<file path="src/rtl/rv_imem_ctrl.sv">
// Instruction RAM fetch controller: boot-time loader gate, then a sequential
// fetch engine with a registered output, stall back-pressure, redirect and a 1-entry skid.
//
// state  | meaning
// S_LOAD | boot: loader fills RAM, no fetch issued
// S_RUN  | fetching; late loader writes pre-empt fetch
module rv_imem_ctrl #(
  parameter int          DEPTH    = 256,
  parameter logic [63:0] RESET_PC = 64'h0,
  localparam int         AW       = $clog2(DEPTH)
) (
  input  logic          clk,
  input  logic          rst,
  input  logic          ld_valid_i,
  input  logic [AW-1:0] ld_addr_i,
  input  logic [31:0]   ld_data_i,
  output logic          ld_ready_o,
  input  logic          ld_done_i,
  output logic          boot_o,
  input  logic          stall_i,
  input  logic          redirect_i,
  input  logic [63:0]   redirect_pc_i,
  output logic [63:0]   pc_o,
  output logic [31:0]   instr_o,
  output logic          instr_valid_o,
  output logic          ram_wena_o,
  output logic [AW-1:0] ram_addra_o,
  output logic [31:0]   ram_dina_o,
  output logic          ram_renb_o,
  output logic [AW-1:0] ram_addrb_o,
  input  logic [31:0]   ram_doutb_i
);

  localparam logic [0:0] S_LOAD = 1'b0;
  localparam logic [0:0] S_RUN  = 1'b1;

  logic [0:0]  state;
  logic [63:0] fetch_pc;
  logic        inflight;
  logic [63:0] inflight_pc;
  logic        skid_valid;
  logic [63:0] skid_pc;
  logic [31:0] skid_instr;

  logic        run;
  logic        redir;
  logic        issue;
  logic        out_free;
  logic [63:0] issue_pc;

  assign run      = (state == S_RUN);
  assign redir    = run & redirect_i;
  assign issue_pc = redirect_i ? redirect_pc_i : fetch_pc;
  assign out_free = ~instr_valid_o | ~stall_i;

  // A redirect flushes the skid and output, so it may issue regardless of them;
  // otherwise holding issue while stalled with a read in flight keeps the skid from overflowing.
  assign issue = run & ~ld_valid_i &
                 (redir | (~skid_valid & ~(stall_i & instr_valid_o & inflight)));

  assign ld_ready_o  = 1'b1;
  assign boot_o      = (state == S_LOAD);
  assign ram_wena_o  = ld_valid_i;
  assign ram_addra_o = ld_addr_i;
  assign ram_dina_o  = ld_data_i;
  assign ram_renb_o  = issue;
  assign ram_addrb_o = issue_pc[AW+1:2];

  always_ff @(posedge clk) begin
    if (rst) begin
      state         <= S_LOAD;
      fetch_pc      <= RESET_PC;
      inflight      <= 1'b0;
      inflight_pc   <= 64'h0;
      skid_valid    <= 1'b0;
      skid_pc       <= 64'h0;
      skid_instr    <= 32'h0;
      instr_valid_o <= 1'b0;
      pc_o          <= 64'h0;
      instr_o       <= 32'h0;
    end else begin
      if (state == S_LOAD && ld_done_i) begin
        state <= S_RUN;
      end

      inflight <= issue;
      if (issue) begin
        inflight_pc <= issue_pc;
        fetch_pc    <= issue_pc + 64'd4;
      end else if (redir) begin
        fetch_pc <= redirect_pc_i;
      end

      if (redir) begin
        instr_valid_o <= 1'b0;
        skid_valid    <= 1'b0;
      end else if (out_free) begin
        if (skid_valid) begin
          instr_valid_o <= 1'b1;
          pc_o          <= skid_pc;
          instr_o       <= skid_instr;
          skid_valid    <= inflight;
          skid_pc       <= inflight_pc;
          skid_instr    <= ram_doutb_i;
        end else if (inflight) begin
          instr_valid_o <= 1'b1;
          pc_o          <= inflight_pc;
          instr_o       <= ram_doutb_i;
        end else begin
          instr_valid_o <= 1'b0;
        end
      end else if (inflight) begin
        skid_valid <= 1'b1;
        skid_pc    <= inflight_pc;
        skid_instr <= ram_doutb_i;
      end
    end
  end

endmodule

</file>
<file path="config.mk">
export PLATFORM = sky130hd
export DESIGN_NAME = rv_imem_ctrl
export DESIGN_NICKNAME = d
export VERILOG_FILES = /design/src/rtl/rv_imem_ctrl.sv
export SDC_FILE = /design/constraint.sdc
export NUM_CORES = 1
export LEC_CHECK = 0
export ABC_AREA = 1
export BUFFER_PORTS_ARGS = -buffer_cell sky130_fd_sc_hd__buf_2
export CAP_MARGIN = 25
export CORE_UTILIZATION = 30
export CTS_BUF_LIST = sky130_fd_sc_hd__clkbuf_8
export CTS_CLUSTER_SIZE = 30
export DETAILED_ROUTE_END_ITERATION = 10
export PLACE_DENSITY_LB_ADDON = 0.05
export SYNTH_ARGS = -nofsm -noshare
export SYNTH_HDL_FRONTEND = slang
export SYNTH_SLANG_ARGS = --single-unit
export TNS_END_PERCENT = 100
</file>
<file path="constraint.sdc">
create_clock -name clk -period 2.4 [get_ports clk]
set_input_delay 0.48 -clock clk [delete_from_list [all_inputs] [get_ports clk]]
set_output_delay 0.48 -clock clk [all_outputs]
set_load 0.02 [all_outputs]
</file>
======== After elaboration in Yosys (flattened, before gate mapping) ========
Cells that the tools add are included.
storage, ports and cells
  word-level logic and storage cells ...... 50
  register bits ........................... 324
  output and inout bits ................... 149
  input port bits ......................... 142
cells by class
  equality and inequality tests ........... 1
  bitwise gates (word level) .............. 15
  add/sub/neg operators ................... 1
  muxes and demuxes ....................... 16
  reduce and logical (&&, ||, !) cells .... 7
operator list
  cell                                                             number
  64-bit 2-to-1 mux                                                7
  32-bit 2-to-1 mux                                                4
  64-bit by 3-bit adder with 64-bit output, second input constant  1
  1-bit NOT                                                        7
  1-bit AND                                                        6
  3-bit AND reduction                                              2
  2-bit nonzero test                                               3
  1-bit 2-to-1 mux                                                 5
  2-bit != test, second input constant                             1
  1-bit OR                                                         2
  2-bit OR reduction                                               1
  1-bit logical AND                                                1

======== Longest topological paths before layout ========
  depth in word-level cells ............... 7
  gate-level depth with buffers ........... 16
  depth with buffers taken out ............ 15

======== Worst setup path before layout ========
No wires, ideal clock.
  path kind ............................... input -> register
  start ................................... input port redirect_i
  end ..................................... register fetch_pc[48]
  cell stages on the path ................. 14
  arrival ................................. 1.986 ns
  setup time .............................. 0.109 ns
  data required time ...................... 2.291 ns
  buffers on the path ..................... 1
  setup slack ............................. 0.305 ns
  cell sequence ........................... buf_6 o21ai_2 ha_1 nand2_2 nor2_4 nand3_1 nor2_2 inv_1 nor2_1 nand2_1 nand2_1 nand3_1 nand2_1 inv_1
on the way
  elaborated cells between the ends (all ways) .. 7
  those cells by class .................... 1 x add/sub; 2 x mux; 3 x bitwise; 1 x reduce/logical
RTL lines
  element                                   RTL line  RTL
  start, declared                           21        input logic redirect_i,
  64-bit 2-to-1 mux                         53        assign issue_pc = redirect_i ? redirect_pc_i : fetch_pc;
  via issue_pc[2]                           49        logic [63:0] issue_pc;
  64-bit by 3-bit adder with 64-bit output  89        fetch_pc <= issue_pc + 64'd4;
  64-bit 2-to-1 mux                         87        if (issue) begin
  end signal, assigned                      89
  end signal, assigned                      91        fetch_pc <= redirect_pc_i;
  end, declared                             38        logic [63:0] fetch_pc;
The timed path passes the listed nets, and every way through them passes these cells.
A chain may end at the register's enable or synchronous reset.

======== Worst setup path in the final report ========
  start ................................... register instr_valid_o
  end ..................................... output port ram_renb_o
on the way
  cells in the longest elaborated chain, start to end .. 6
RTL lines
  element                  RTL line  RTL
  start, declared          25        output logic instr_valid_o,
  start signal, assigned   78        instr_valid_o <= 1'b0;
  start signal, assigned   95        instr_valid_o <= 1'b0;
  start signal, assigned   99        instr_valid_o <= 1'b1;
  1-bit AND (2 in series)  59        (redir | (~skid_valid & ~(stall_i & instr_valid_o & inflight)));
  1-bit NOT                59
  1-bit AND                59
  1-bit OR                 59
  1-bit AND                58        assign issue = run & ~ld_valid_i &
  end, declared            29        output logic ram_renb_o,
No other way between the ends.

==> flow_summary.toml <==
[status]
status = "complete, no violations"

[floorplan]
die_h_um = 239
start_util_pct = 30.5
die-width_um = 239
pin_count = 291
die_area_um2 = 57200
num_rows = 86
core_area_um2 = 55300

[placed_design]
numPortBuffers = 209
hpwl_um = 45700
gp_congestion = 0.892
placed_cells = 3570
place_worst_setup_slack_ps = -199

[hold_path]
hold_start = "ld_done_i"
hp-class = "in -> reg"
holdPathEnd = "run"
hold_path_depth = 3

[layout]
layout-drive-gt1-share_pct = 25.0
final_util_pct = 39.1
fillers = 6061
final_cells = 3685
regArea_um2 = 6490
area_delta_synth_final_pct = 28.0
multi_input_area_um2 = 8440
nets = 3035

[clock_network]
clk_pin_slew_worst_paths_ps = 60
numCtsBuffers = 66
cts_tree = "yes"
clockBufferDepth = 3
cts_sinks = 324
cts-root-buf = "clkbuf_8"
cts_max_level = 3
cts-hold-fix-buffers = 0
clk_latency_ps = 640

[drt]
ant_nets = 0
wl_per_cell_um = 17.7
dr.first_iter.drc_count = 909
drc_errors = 0
routed-via-count = 17469
vias_per_cell = 4.74
routed_wl_um = 65200
first_pass_iters = 5

[setup_path]
crit_path_end_kind = "output pin"
ff2ff_path_depth = 11
cp.required_ps = 1920
r2r_start = "instr_valid_o"
path_max_fanout = 18
r2r-end = "fetch_pc[53]"
worstPathArrival_ps = 1780
path_class = "reg -> out"
start_kind = "flip-flop"
rrSetupSlack_ps = 300

[sta]
rsz0062_at_grt = "no"
fin_crit_ps = 2260
fmax_ghz = 0.442
worst_pin_slew_ps = 702
timing.final.crit_share_pct = 94.2
setup_viol_count_final = 0
tns_ps = 0
timing.final.hold_violations = 0
slew_headroom_pct = 52.7
skew_ps = 39.6
slew_viol_final = 0
setup_ws_ps = 139

[power_and_ir_drop]
total_power_w = 0.0133
peakVddDrop_mv = 0.304
leakage_nw = 9.54
power_density_nw_per_um2 = 616

[logic_synthesis]
async_flop_share_pct = 0
synthCells = 2537
avgSynthCellArea_um2 = 6.65
seq_area_frac_synth_pct = 38.4
syn_area_um2 = 16900
syn-num-nets = 2680
yosys_warnings = 0
yosys_most_used_dff = "dfxtp_1"
synth_enable_flop_cells = 0
synthDistinctLibCells = 47
synth_seq_cells = 324

[global_route]
grt_pass1_vias = 16864
grt_max_degree = 144
grt_use_total_pct = 22.9
antenna_found_initial = 1
grt-ovfl-total = 0
grt_pass1_wl_um = 100000

[job]
maxCapViolCount = 0
-- layout by cell type, fill, tap and decap left out, types with 19 or more instances in the layout --
master    instances
clkbuf_8         82
buf_2           207
dfxtp_1         323
a21oi_1         282
inv_1           223
nand2_2          41
o21ai_2          21
buf_4           254
nor2_2           29
nor2_4           19
nand2_1         563
a211oi_1         47
nand3_1         105
nor2_1          384
o21ai_0         178
o21ai_1          24
buf_12           30
-- metal layers --
layer / up-vias / part of all wire [%] / GRT usage (%)
met4: 0 / 2.2 / 7.25
li1: 8870 / - / -
met2: 443 / 44 / 35.4
met1: 8071 / 48 / 31.9
met3: 85 / 5.4 / 4.09
met5: - / 0 / 0
-- report_power, final --
part | switching, W | internal, W
clock | 0.00253 | 0.00327
combinational | 0.00114 | 0.000685
sequential | 0.000106 | 0.00557
total | 0.00377 | 0.00953
-- Yosys cell counts, types with 2 or more instances --
master	count	area (µm²)
nand2_1	566	2120
nor2_1	384	1440
dfxtp_1	324	6490
a21oi_1	282	1410
inv_1	202	758
o21ai_0	179	896
nand3_1	106	531
clkbuf_1	98	368
buf_4	51	383
a211oi_1	47	353
nand2_2	39	244
buf_2	36	180
nor2_2	29	181
o21ai_1	24	120
o21ai_2	20	175
nor2_4	19	214
nand4_1	17	106
a31oi_1	16	100
inv_2	16	60.1
o211ai_1	14	105
buf_6	13	146
nor3_1	8	40.0
buf_1	5	18.8
nand2_4	5	56.3
nand3_2	4	40.0
nand3b_1	4	30.0
nor3_2	4	40.0
clkinv_1	3	11.3
a32o_1	2	20.0
buf_12	2	40.0
o21ai_4	2	32.5
-- worst max path at each step --
stage / startpoint / end / slack (ps) / cells after the start
global placement: redirect_i / fetch_pc[62] / -220 / 16
CTS: instr_valid_o / ram_renb_o / 30 / 7
floorplan: redirect_i / fetch_pc[48] / 310 / 14
finish: instr_valid_o / ram_renb_o / 140 / 7
global route: instr_valid_o / ram_renb_o / 10 / 7
detailed placement: redirect_i / fetch_pc[62] / -200 / 16
-- layout make-up --
cell class                 instances  area share [%]
multi-input combinational       1786            39.1
inverter                         221            3.88
timing repair buffer             493            16.6
sequential                       324            30.0
antenna                            1          0.0116
tap                              748            4.33
clock buffer                      82            5.23
clock inverter                    30           0.834
-- timing repair --
item	in CTS	in global routing
setup endpoints to repair	1	1
gates cloned	1	0
setup buffers	1	0
gates resized for setup	4	1
-- critical path, stage by stage, from the launching register on --
cell,delay [ps]
dfxtp_1,360
nand2_2,100
o21ai_2,140
nand2_1,100
nand3_4,90
inv_6,60
buf_12,150
buf_2,160
-- state kept, by name (all words and copies together), names as in the netlist --
register	cells
fetch_pc	64
inflight	1
inflight_pc	64
instr_o	32
instr_valid_o	1
pc_o	64
run	1
skid_instr	32
skid_pc	64
skid_valid	1
-- logic make-up after synthesis --
logic type / share of synthesized area, %
AND/OR/NAND/NOR: 30.4
buffers and inverters: 11.7
flip-flops: 38.4
AO/OA/AOI/OAI: 19.4
adder cells (fa/ha/maj): 0.0741
other: 0.0222
-- stage by stage --
step | hold slack (ps) | instance area [µm²]
floorplan | 442 | 16900
CTS | 24.2 | 21600
finish | 85.6 | 21600
global route | 99.6 | 21600
global placement | 452 | 20200
detailed placement | 456 | 20200
No activity file was read; power rests on OpenSTA's default activity.
